===== src/rtl/multicycle_control_if.sv =====
// Memory handshake bundle between the multicycle control FSM and the
// instruction/data memories.
interface multicycle_control_if;
  // A request stays high until the cycle its ready is sampled high.
  // Ready is only meaningful while the matching request is high and is
  // ignored in every other cycle. dmem_we qualifies dmem_req.
  logic imem_req;
  logic imem_ready;
  logic dmem_req;
  logic dmem_we;
  logic dmem_ready;

  modport master (
    output imem_req,
    output dmem_req,
    output dmem_we,
    input  imem_ready,
    input  dmem_ready
  );

  modport slave (
    input  imem_req,
    input  dmem_req,
    input  dmem_we,
    output imem_ready,
    output dmem_ready
  );
endinterface


===== src/rtl/multicycle_control.sv =====
// Main control FSM for the multicycle RV64 subset core (add, sub, and, or,
// addi, ld, sd, beq), with a memory wait timeout and perf counters.
module multicycle_control #(
  parameter int CNT_W       = 32,
  parameter int MEM_TIMEOUT = 16
) (
  input  logic                 clk,
  input  logic                 reset,
  input  logic [6:0]           opcode,
  input  logic [2:0]           funct3,
  input  logic                 funct7_5,
  input  logic                 instr_zero,
  input  logic                 alu_zero,
  multicycle_control_if.master mem,
  output logic                 ir_write,
  output logic                 pc_write,
  output logic                 pc_src,
  output logic                 alu_src,
  output logic [3:0]           alu_ctrl,
  output logic                 reg_write,
  output logic                 mem_to_reg,
  output logic                 halted,
  output logic                 illegal_instr,
  output logic                 bus_error,
  output logic [CNT_W-1:0]     instret,
  output logic [CNT_W-1:0]     cycles,
  output logic [2:0]           dbg_state
);

  localparam logic [6:0] OP_R  = 7'b0110011;
  localparam logic [6:0] OP_I  = 7'b0010011;
  localparam logic [6:0] OP_LD = 7'b0000011;
  localparam logic [6:0] OP_SD = 7'b0100011;
  localparam logic [6:0] OP_BR = 7'b1100011;

  localparam logic [3:0] ALU_AND = 4'b0000;
  localparam logic [3:0] ALU_OR  = 4'b0001;
  localparam logic [3:0] ALU_ADD = 4'b0010;
  localparam logic [3:0] ALU_SUB = 4'b0110;

  localparam int WAIT_W = $clog2(MEM_TIMEOUT + 1);
  localparam logic [WAIT_W-1:0] WAIT_LAST = WAIT_W'(MEM_TIMEOUT - 1);

  typedef enum logic [2:0] {
    S_FETCH, S_DECODE, S_EXEC, S_MEM, S_WB_ALU, S_WB_MEM, S_BRANCH, S_HALT
  } state_t;

  state_t            state_q, state_d;
  logic [WAIT_W-1:0] wait_q, wait_d;
  logic              set_ill, set_berr, retire;

  logic       is_rtype, is_addi, is_ld, is_sd, is_beq;
  logic [3:0] dec_alu_ctrl;
  logic       dec_alu_src;

  // Instruction class and ALU setup, decoded straight from the held IR fields.
  always_comb begin
    is_rtype     = 1'b0;
    is_addi      = 1'b0;
    is_ld        = 1'b0;
    is_sd        = 1'b0;
    is_beq       = 1'b0;
    dec_alu_ctrl = ALU_ADD;
    dec_alu_src  = 1'b0;
    case (opcode)
      OP_R: begin
        case (funct3)
          3'b000: begin
            is_rtype     = 1'b1;
            dec_alu_ctrl = funct7_5 ? ALU_SUB : ALU_ADD;
          end
          3'b111: begin
            is_rtype     = 1'b1;
            dec_alu_ctrl = ALU_AND;
          end
          3'b110: begin
            is_rtype     = 1'b1;
            dec_alu_ctrl = ALU_OR;
          end
          default: ;
        endcase
      end
      OP_I: begin
        if (funct3 == 3'b000) begin
          is_addi     = 1'b1;
          dec_alu_src = 1'b1;
        end
      end
      OP_LD: begin
        if (funct3 == 3'b011) begin
          is_ld       = 1'b1;
          dec_alu_src = 1'b1;
        end
      end
      OP_SD: begin
        if (funct3 == 3'b011) begin
          is_sd       = 1'b1;
          dec_alu_src = 1'b1;
        end
      end
      OP_BR: begin
        if (funct3 == 3'b000) begin
          is_beq       = 1'b1;
          dec_alu_ctrl = ALU_SUB;
        end
      end
      default: ;
    endcase
  end

  always_comb begin
    state_d      = state_q;
    wait_d       = wait_q;
    set_ill      = 1'b0;
    set_berr     = 1'b0;
    retire       = 1'b0;
    mem.imem_req = 1'b0;
    mem.dmem_req = 1'b0;
    mem.dmem_we  = 1'b0;
    ir_write     = 1'b0;
    pc_write     = 1'b0;
    pc_src       = 1'b0;
    alu_src      = 1'b0;
    alu_ctrl     = ALU_ADD;
    reg_write    = 1'b0;
    mem_to_reg   = 1'b0;
    case (state_q)
      S_FETCH: begin
        mem.imem_req = 1'b1;
        if (mem.imem_ready) begin
          ir_write = 1'b1;
          pc_write = 1'b1;
          wait_d   = '0;
          state_d  = S_DECODE;
        end else if (wait_q == WAIT_LAST) begin
          set_berr = 1'b1;
          wait_d   = '0;
          state_d  = S_HALT;
        end else begin
          wait_d = wait_q + WAIT_W'(1);
        end
      end
      S_DECODE: begin
        if (instr_zero) begin
          state_d = S_HALT;
        end else if (is_rtype || is_addi || is_ld || is_sd) begin
          state_d = S_EXEC;
        end else if (is_beq) begin
          state_d = S_BRANCH;
        end else begin
          set_ill = 1'b1;
          state_d = S_HALT;
        end
      end
      S_EXEC: begin
        alu_src  = dec_alu_src;
        alu_ctrl = dec_alu_ctrl;
        state_d  = (is_ld || is_sd) ? S_MEM : S_WB_ALU;
      end
      S_MEM: begin
        mem.dmem_req = 1'b1;
        mem.dmem_we  = is_sd;
        alu_src      = dec_alu_src;
        alu_ctrl     = dec_alu_ctrl;
        if (mem.dmem_ready) begin
          wait_d  = '0;
          retire  = is_sd;
          state_d = is_sd ? S_FETCH : S_WB_MEM;
        end else if (wait_q == WAIT_LAST) begin
          set_berr = 1'b1;
          wait_d   = '0;
          state_d  = S_HALT;
        end else begin
          wait_d = wait_q + WAIT_W'(1);
        end
      end
      S_WB_ALU: begin
        alu_src   = dec_alu_src;
        alu_ctrl  = dec_alu_ctrl;
        reg_write = 1'b1;
        retire    = 1'b1;
        state_d   = S_FETCH;
      end
      S_WB_MEM: begin
        alu_src    = dec_alu_src;
        alu_ctrl   = dec_alu_ctrl;
        reg_write  = 1'b1;
        mem_to_reg = 1'b1;
        retire     = 1'b1;
        state_d    = S_FETCH;
      end
      S_BRANCH: begin
        alu_src  = dec_alu_src;
        alu_ctrl = dec_alu_ctrl;
        pc_write = alu_zero;
        pc_src   = alu_zero;
        retire   = 1'b1;
        state_d  = S_FETCH;
      end
      default: ;
    endcase
    // Reset state is FETCH, so strobes are masked to drop any request at once.
    if (!reset) begin
      mem.imem_req = 1'b0;
      ir_write     = 1'b0;
      pc_write     = 1'b0;
    end
  end

  always_ff @(posedge clk or negedge reset) begin
    if (!reset) begin
      state_q       <= S_FETCH;
      wait_q        <= '0;
      illegal_instr <= 1'b0;
      bus_error     <= 1'b0;
      instret       <= '0;
      cycles        <= '0;
    end else begin
      state_q <= state_d;
      wait_q  <= wait_d;
      if (set_ill)  illegal_instr <= 1'b1;
      if (set_berr) bus_error     <= 1'b1;
      if (retire)   instret <= instret + CNT_W'(1);
      if (state_q != S_HALT) cycles <= cycles + CNT_W'(1);
    end
  end

  assign halted    = (state_q == S_HALT);
  assign dbg_state = state_q;

endmodule

===== src/flat_wrapper.sv =====
// flat-port wrapper written by rule: the top's interface ports become plain ports
module multicycle_control_flat 
#(
  parameter int CNT_W       = 32,
  parameter int MEM_TIMEOUT = 16
)
  (clk, reset, opcode, funct3, funct7_5, instr_zero, alu_zero, ir_write, pc_write, pc_src, alu_src, alu_ctrl, reg_write, mem_to_reg, halted, illegal_instr, bus_error, instret, cycles, dbg_state, mem_imem_req, mem_dmem_req, mem_dmem_we, mem_imem_ready, mem_dmem_ready);
  multicycle_control_if mem_i ();
  input  logic clk;
  input  logic reset;
  input  logic [6:0] opcode;
  input  logic [2:0] funct3;
  input  logic funct7_5;
  input  logic instr_zero;
  input  logic alu_zero;
  output logic ir_write;
  output logic pc_write;
  output logic pc_src;
  output logic alu_src;
  output logic [3:0] alu_ctrl;
  output logic reg_write;
  output logic mem_to_reg;
  output logic halted;
  output logic illegal_instr;
  output logic bus_error;
  output logic [CNT_W-1:0] instret;
  output logic [CNT_W-1:0] cycles;
  output logic [2:0] dbg_state;
  output wire logic [$bits(mem_i.imem_req)-1:0] mem_imem_req;
  output wire logic [$bits(mem_i.dmem_req)-1:0] mem_dmem_req;
  output wire logic [$bits(mem_i.dmem_we)-1:0] mem_dmem_we;
  input wire logic [$bits(mem_i.imem_ready)-1:0] mem_imem_ready;
  input wire logic [$bits(mem_i.dmem_ready)-1:0] mem_dmem_ready;
  assign mem_imem_req = mem_i.imem_req;
  assign mem_dmem_req = mem_i.dmem_req;
  assign mem_dmem_we = mem_i.dmem_we;
  assign mem_i.imem_ready = mem_imem_ready;
  assign mem_i.dmem_ready = mem_dmem_ready;
  multicycle_control #(.CNT_W(CNT_W), .MEM_TIMEOUT(MEM_TIMEOUT)) u_core (.clk(clk), .reset(reset), .opcode(opcode), .funct3(funct3), .funct7_5(funct7_5), .instr_zero(instr_zero), .alu_zero(alu_zero), .mem(mem_i), .ir_write(ir_write), .pc_write(pc_write), .pc_src(pc_src), .alu_src(alu_src), .alu_ctrl(alu_ctrl), .reg_write(reg_write), .mem_to_reg(mem_to_reg), .halted(halted), .illegal_instr(illegal_instr), .bus_error(bus_error), .instret(instret), .cycles(cycles), .dbg_state(dbg_state));
endmodule

===== config.mk =====
export PLATFORM = sky130hd
export DESIGN_NAME = multicycle_control_flat
export DESIGN_NICKNAME = d
export VERILOG_FILES = /design/src/rtl/multicycle_control_if.sv /design/src/rtl/multicycle_control.sv /design/src/flat_wrapper.sv
export SDC_FILE = /design/constraint.sdc
export NUM_CORES = 1
export LEC_CHECK = 0
export CAP_MARGIN = 25
export CORE_MARGIN = 1
export CORE_UTILIZATION = 52
export DETAILED_ROUTE_END_ITERATION = 12
export GPL_TIMING_DRIVEN = 0
export PLACE_DENSITY = 0.95
export SLEW_MARGIN = 10
export SYNTH_ARGS = -nofsm -noshare
export SYNTH_HDL_FRONTEND = slang
export SYNTH_SLANG_ARGS = --single-unit

===== constraint.sdc =====
create_clock -name clk -period 4.1 [get_ports clk]
set_input_delay 0.41 -clock clk [delete_from_list [all_inputs] [get_ports clk]]
set_output_delay 0.41 -clock clk [all_outputs]
set_load 0.1 [all_outputs]

* Word level (Yosys, flattened, before mapping)
Index checks and enable logic that the tools add are counted.
** Cells by class
- Equal/unequal tests :: 17
- Add/subtract/negate cells :: 3
- Muxes and demuxes :: 50
- Reductions and logical operators :: 13
** Operators with widths (number)
- adder 32 x 1 -> 32 bit (second input constant) :: 2
- 2-to-1 mux 1 bit :: 29
- 2-to-1 mux 3 bit :: 9
- == test 3 bit (second input constant) :: 6
- 2-to-1 mux 5 bit :: 3
- case mux 3 bit (5 select lines) :: 1
- == test 7 x 6 -> 1 bit (second input constant) :: 2
- case mux 4 bit (3 select lines) :: 1
- case mux 5 bit (2 select lines) :: 1
- == test 3 x 2 -> 1 bit (second input constant) :: 3
- case mux 1 bit (2 select lines) :: 4
- case mux 4 bit (2 select lines) :: 1
- == test 7 x 2 -> 1 bit (second input constant) :: 1
- == test 7 x 5 -> 1 bit (second input constant) :: 1
- == test 7 bit (second input constant) :: 1
- logical NOT 3 bit :: 2
- OR reduction 3 bit :: 2
- adder 5 x 1 -> 5 bit (second input constant) :: 1
- == test 5 x 4 -> 1 bit (second input constant) :: 1
- nonzero test 5 bit :: 1
- OR reduction 5 bit :: 1
- logical OR 1 bit :: 4
- 2-to-1 mux 4 bit :: 1
- OR reduction 2 bit :: 2
- 3 further kinds :: 3
** Word-level totals
- Input bits :: 17
- Output and inout bits :: 83
- Register bits after elaboration :: 74

* Longest topological paths before layout
Gate-level depths: netlist (run 1).
- Depth after elaboration :: 10
- Depth in mapped cells :: 7

* Least setup slack after synthesis (run 1)
Ideal clock, no wire load.
- Path type :: register to output
- From :: register u_core.state_q[1] (netlist: u_core.dbg_state[1])
- To :: output port alu_src
- Cell stages (with the launch flop) :: 4
- Arrival :: 6124 ps
- Slack :: -2434 ps
- Cell sequence :: dfrtp_1 -> clkbuf_1 -> o21ai_0 -> a2111oi_0
** On the way
- Word-level cells in the longest chain between the ends :: 3
- Elaborated cells between the ends (all ways) :: 7
** Ends and longest elaborated chain
- from (decl) :: line multicycle_control.sv:48 : state_t state_q, state_d;
- from (signal assigned) :: line multicycle_control.sv:219 : state_q <= state_d;
- == test 3 x 2 -> 1 bit / == test 3 bit (equally long branches) :: line multicycle_control.sv:127 : case (state_q)
- OR reduction 5 bit (no source line) *
- 2-to-1 mux 1 bit * :: line multicycle_control.sv:127
- to (decl) :: line flat_wrapper.sv:19 : output logic alu_src;
Every way passes the cells marked *; elsewhere a longest branch is shown, timed or not.

* Final worst setup path (run 1)
- From :: input port opcode[2]
- To :: output port mem_dmem_we
** On the way
- Word-level cells in the longest chain between the ends :: 3
** Ends and longest elaborated chain
- from (decl) :: line flat_wrapper.sv:11 : input logic [6:0] opcode;
- == test 7 x 6 -> 1 bit :: line multicycle_control.sv:65 : case (opcode)
- 2-to-1 mux 1 bit :: line multicycle_control.sv:65
- 2-to-1 mux 1 bit :: line multicycle_control.sv:127
- to (decl) :: line flat_wrapper.sv:31 : output wire logic [$bits(mem_i.dmem_we)-1:0] mem_dmem_we;
No other way between the ends.

==> impl_metrics.env, run 1 <==
export IMPL_status="complete, no violations"
export IMPL_grt_max_degree=40
export IMPL_n_antenna_cell=0
export IMPL_setup_viol=0
export IMPL_finClkSkew_ns=0.008281
export IMPL_drive_gt1_share_pct=8.678
export IMPL_maxSlewViolCount=0
export IMPL_path_cells="clkdlybuf4s50_1, nand4bb_1, nor4_1, and3_1, clkdlybuf4s50_1"
export IMPL_wire_per_inst_um=15.59
export IMPL_grt_pass1_vias=3163
export IMPL_start_kind="input port"
export IMPL_synth_area_sq_um=3751
export IMPL_grt_pass1_wl_um=15170
export IMPL_synth_top_cell_by_area="dfrtp_1"
export IMPL_crit_type="input port to primary output"
export IMPL_critPathTopFamily="buffers and inverters"
export IMPL_final_cell_area_sq_um=5054
export IMPL_cts_tree="yes"
export IMPL_grt_total_usage_pct=25.75
export IMPL_worstSkewPairLatency_ns=0.35
export IMPL_period_minus_slack_ns=3.489
export IMPL_numCtsBuffers=9
export IMPL_cp_required_ns=3.69
export IMPL_pin_count=100
export IMPL_syn_to_final_growth_pct=34.72
export IMPL_peakVddDrop_uv=641.7
export IMPL_route_detailed_drc=0
export IMPL_power_density_nw_per_um2=573.3
export IMPL_grt_overflow=0
export IMPL_rsz0062_at_grt="false"
export IMPL_ant_nets=0
export IMPL_dp_hpwl_um=6682
export IMPL_synthDistinctLibCells=45
export IMPL_nNetsFinal=499
export IMPL_finalHoldViolCount=0
export IMPL_max_slew_worst_pin_slew_ns=1.028
export IMPL_max_freq_ghz=0.2866
export IMPL_synth_top_cell_area_share_pct=49.37
export IMPL_ys_ff_latch=74
export IMPL_post_cts_buffers=0
export IMPL_yosysSeqAreaShare_pct=49.37
export IMPL_die_w_um=86.94
export IMPL_tns_ns=0
export IMPL_post_cts_resize_count=0
export IMPL_initial_core_util_pct=54.61
export IMPL_drtIter0Drc=136
export IMPL_cap_violations=0
export IMPL_cts_root_buf="clkbuf_8"
export IMPL_slowest_delay_ns=1.13
export IMPL_worstSetupEndpointType="primary output"
export IMPL_die_area_sq_um=7558
export IMPL_synthesis_nets=389
export IMPL_fin_crit_sh_pct=85.10
export IMPL_cp_arrival_ns=3.08
export IMPL_cts_hold_buf=0
export IMPL_rows=30
export IMPL_htree_levels=3
export IMPL_via_per_inst=5.478
export IMPL_placed_area_sq_um=4883
export IMPL_final_cells=580
export IMPL_p_leak_nw=2.177
export IMPL_total_power_mw=2.897
export IMPL_path_buf_inv=2
export IMPL_dr_pass1_iters=5
export IMPL_finalWirelength_um=9043
export IMPL_vias=3177
export IMPL_fin_hold_ws_ns=0.01385
export IMPL_portBuffers=98
export IMPL_avgSynthCellArea_sq_um=10.17
export IMPL_die_h_um=86.94
export IMPL_cts_buffer_depth=2
export IMPL_synthTopCellsByArea="dfrtp_1 49%, xnor2_1 7.9%, xor2_1 6.5%"
export IMPL_cts_clk_slew_worst_paths_ns=0.08
export IMPL_dp_cells=564
export IMPL_clock_sinks=74
export IMPL_yosys_warnings=0
export IMPL_critical_path_max_fanout=6
export IMPL_cp_slowest_cell="clkdlybuf4s50_1"
export IMPL_core_area_sq_um=6869
export IMPL_antenna_found_initial=0
export IMPL_synth_cells=369
export IMPL_hold_class="input port to async pin"
export IMPL_crit_top_cell="clkdlybuf4s50_1"
export IMPL_gp_congestion=0.9007
export IMPL_relSlewSlack_pct=31.26
-- placed cells by master, fill, tap and decap left out, types with 3 or more instances in the layout --
| cell | netlist | final |
|---|---|---|
| clkbuf_1 | 5 | 6 |
| nand3b_1 | 5 | 5 |
| a21oi_1 | 6 | 6 |
| nand4bb_1 | 3 | 3 |
| and3_1 | 8 | 8 |
| inv_1 | 17 | 17 |
| xnor2_1 | 34 | 34 |
| buf_4 | 3 | 4 |
| nor3_1 | 11 | 11 |
| or3_1 | 4 | 4 |
| nor3_2 | 5 | 5 |
| nor2b_1 | 3 | 3 |
| nand4_1 | 12 | 12 |
| nor4_1 | 4 | 4 |
| clkbuf_8 | 0 | 9 |
| ha_1 | 3 | 3 |
| and4_1 | 3 | 3 |
| mux2_2 | 3 | 3 |
| nand2b_1 | 5 | 5 |
| nand2_1 | 27 | 27 |
| o211ai_1 | 3 | 3 |
| dfrtp_1 | 74 | 74 |
| nor2_1 | 43 | 42 |
| nand3_1 | 25 | 25 |
| clkdlybuf4s50_1 | 0 | 97 |
| xor2_1 | 28 | 28 |
| o21ai_0 | 6 | 6 |
-- where the power goes --
| group | internal (mW) | leakage [nW] | switching, mW |
|---|---|---|---|
| Clock | 0.221 | 0.0827 | 0.282 |
| Combinational | 0.364 | 1.11 | 1.08 |
| Sequential | 0.824 | 0.987 | 0.130 |
| Total | 1.41 | 2.18 | 1.49 |
-- cell families after synthesis --
kind of cell | after synthesis | share of synthesized area [%]
and+or+nand+nor | 170 | 25.22
AOI/OAI and AO/OA | 31 | 6.138
adders and majority gates | 3 | 1.001
buffers and inverters | 25 | 2.802
muxes | 3 | 0.9005
DFF | 74 | 49.37
other | 1 | 0.09997
xor gates and xnor gates | 62 | 14.48
-- cells in the mapped netlist, drive strengths merged --
cell type and number:
a211o 2, xnor2 34, o21ai 6, a32o 1
nand2 27, buf 3, and4 3, o2111ai 3
a21oi 6, or2 3, inv 17, nor2b 3
conb 1, nor3 16, xor2 28, nand3 25
nor2 43, a21o 2, and2 2, o211ai 4
nor3b 1, nand3b 6, o31ai 1, mux2 3
o21a 2, nand2b 5, ha 3, or3 4
nor4 8, nand4bb 3, and3 8, clkbuf 5
o22ai 1, a211oi 1, nand4 13, dfrtp 74
a2111oi 2
-- final timing paths --
path                                startpoint           endpoint  slack (ns)  depth (start not counted)
setup / recovery                     opcode[2]        mem_dmem_we        0.61                          5
hold / removal                           reset  u_core.cycles[12]        0.01                          1
setup reg to reg           u_core.dbg_state[1]  u_core.cycles[22]        2.02                          6
hold reg to reg              u_core.cycles[31]  u_core.cycles[31]        0.47                          1
max in group asynchronous                reset   u_core.bus_error        3.50                          2
min in group clk             u_core.cycles[31]  u_core.cycles[31]        0.47                          1
-- per-layer routing --
layer	up-vias	GRT usage, %	routed length [um]
met2	90	45.17	4733
met3	12	4.929	465
met4	0	8.182	123
met1	1579	32.04	3720
met5	-	0	0
li1	1496	-	-
-- state kept, by name, indices dropped and copies added (netlist names) --
name	flops
u_core.cycles	32
u_core.illegal_instr	1
u_core.dbg_state	3
u_core.bus_error	1
u_core.wait_q	5
u_core.instret	32
-- area by class of cell --
cell class	instances	area [sq um]
Clock buffer	10	127.6
Multi-Input combinational cell	270	1808
Buffer	8	41.29
Timing Repair Buffer	99	998.5
Clock inverter	6	42.54
Sequential cell	74	1852
Inverter	17	63.81
Tap cell	96	120.1
Fill cell	472	1815
-- metrics by stage --
stage	setup WS [ns]	util (%)
2_1_floorplan	0.1254	-
4_1_cts	0.6090	73.57
6_report	0.6108	73.57
5_1_grt	0.4131	73.57
3_3_place_gp	-1.292	70.84
3_5_place_dp	0.6204	71.09
Note: power is estimated with default switching activity, not from simulation.
==> run 2, diff against run 1 <==
GPL_TIMING_DRIVEN = 1   (was 0)
SLEW_MARGIN = 20   (was 10)
==> run 2 against run 1 <==
- sequential power rose by 3.5%
- routed wire length shrank 3.7%
- design area shrank 1.4%
- sequential share of layout area increased by 0.52 points
- via count is 0.60% lower
- final cell count shrank 1.4%
- maximum frequency rose by 4.9%
- total power down 1.1%
- register-to-register slack worse by 0.15 ns
- clock power about the same
- setup slack improved by 0.16 ns
==> impl_metrics.env, run 2 (same netlist as run 1, synthesis figures left out) <==
export IMPL_die_h_um=86.94
export IMPL_grt_max_degree=75
export IMPL_max_freq_ghz=0.3007
export IMPL_grt_overflow=0
export IMPL_clock_sinks=74
export IMPL_max_slew_worst_pin_slew_ns=1.013
export IMPL_rows=30
export IMPL_finalHoldViolCount=0
export IMPL_post_cts_buffers=0
export IMPL_dp_slack_ns=0.9181
export IMPL_via_per_inst=5.521
export IMPL_drtIter0Drc=173
export IMPL_vias=3158
export IMPL_tns_ns=0
export IMPL_ant_nets=0
export IMPL_layout_common_cells="90 x clkdlybuf4s50_1, 74 x dfrtp_1, 42 x nor2_1, 34 x xnor2_1, 28 x xor2_1"
export IMPL_core_area_sq_um=6869
export IMPL_final_setup_worst_slack_ns=0.7744
export IMPL_placed_area_sq_um=4812
export IMPL_wire_per_inst_um=15.23
export IMPL_grt_pass1_wl_um=14370
export IMPL_route_detailed_drc=0
export IMPL_pin_count=100
export IMPL_setup_viol=0
export IMPL_start_kind="register"
export IMPL_maxSlewViolCount=0
export IMPL_critical_path_max_fanout=16
export IMPL_numCtsBuffers=9
export IMPL_rsz0062_at_grt="false"
export IMPL_finClkSkew_ns=0.008657
export IMPL_cp_required_ns=3.69
export IMPL_die_area_sq_um=7558
export IMPL_cts_tree="yes"
export IMPL_htree_levels=3
export IMPL_post_cts_resize_count=0
export IMPL_hold_class="input port to async pin"
export IMPL_fin_hold_ws_ns=0.3175
export IMPL_status="complete, no violations"
export IMPL_peakVddDrop_uv=642.2
export IMPL_cts_clk_slew_worst_paths_ns=0.08
export IMPL_layout_cells_most_common="clkdlybuf4s50_1"
export IMPL_nFillCells=475
export IMPL_p_leak_nw=2.165
export IMPL_cts_hold_buf=0
export IMPL_multi_input_area_sq_um=1808
export IMPL_gp_congestion=0.8767
export IMPL_portBuffers=98
export IMPL_dr_pass1_iters=4
export IMPL_antenna_found_initial=0
export IMPL_grt_total_usage_pct=24.76
export IMPL_cp_arrival_ns=2.92
export IMPL_total_power_mw=2.865
export IMPL_cap_violations=0
export IMPL_grt_pass1_vias=3078
export IMPL_worstSkewPairLatency_ns=0.35
export IMPL_power_density_nw_per_um2=575.0
export IMPL_final_cell_area_sq_um=4982
export IMPL_nNetsFinal=491
export IMPL_syn_to_final_growth_pct=32.82
export IMPL_initial_core_util_pct=54.61
export IMPL_crit_type="register to primary output"
export IMPL_finalWirelength_um=8712
export IMPL_dp_hpwl_um=6227
export IMPL_relSlewSlack_pct=32.25
export IMPL_worstSetupEndpointType="primary output"
export IMPL_cts_buffer_depth=2
export IMPL_die_w_um=86.94
export IMPL_reg_top3="u_core.cycles: 32 flops, u_core.instret: 32 flops, u_core.wait_q: 5 flops"
export IMPL_fin_crit_sh_pct=81.11
export IMPL_period_minus_slack_ns=3.326
export IMPL_cts_root_buf="clkbuf_8"
export IMPL_n_antenna_cell=0
export IMPL_ff_latch_area_sq_um=1852
export IMPL_drive_gt1_share_pct=9.664
-- run 2: final cells by class --
cell class	instances	share of cell area [%]
Clock inverter	6	0.8538
Inverter	17	1.281
Clock buffer	10	2.562
Multi-Input combinational cell	270	36.29
Tap cell	96	2.411
Timing Repair Buffer	99	19.44
Sequential cell	74	37.17
-- run 2: metrics by stage --
step	cells	util [%]
CTS	572	72.53
global placement	556	70.05
global route	572	72.53
detailed placement	556	70.05
floorplan	369	-
finish	572	72.53
-- run 2: per-layer routing --
layer / vias up / part of all wire [%] / GRT usage [%] / routed length (um)
met5: - / 0 / 0 / 0
met4: 0 / 2.5 / 11.67 / 216
met3: 20 / 6.1 / 4.645 / 528
met2: 131 / 50 / 41.09 / 4314
met1: 1529 / 42 / 31.39 / 3652
li1: 1478 / - / - / -
-- run 2: critical path: stages, from the launching register on --
cell             delay [ns]
dfrtp_1                0.64
nand3_1                0.27
o21ai_0                0.29
nor2_1                 0.09
nand3_1                0.14
clkdlybuf4s50_1        1.14
-- run 2: where the power goes --
part           total (mW)  switching (mW)  internal [mW]
combinational        1.37            1.03          0.341
sequential          0.988           0.164          0.824
clock               0.503           0.283          0.221
total                2.86            1.48           1.39
-- run 2: path summary, 6_finish.rpt --
check	from	endpoint	slack, ns	cells past startpoint
max in group asynchronous	reset	u_core.instret[28]	3.22	2
min in group clk	u_core.instret[31]	u_core.instret[31]	0.47	1
worst max register to register	u_core.dbg_state[2]	u_core.instret[10]	1.87	5
worst min-delay path	reset	u_core.cycles[2]	0.32	2
worst max-delay path	u_core.dbg_state[1]	alu_ctrl[1]	0.77	5
worst min register to register	u_core.instret[31]	u_core.instret[31]	0.47	1
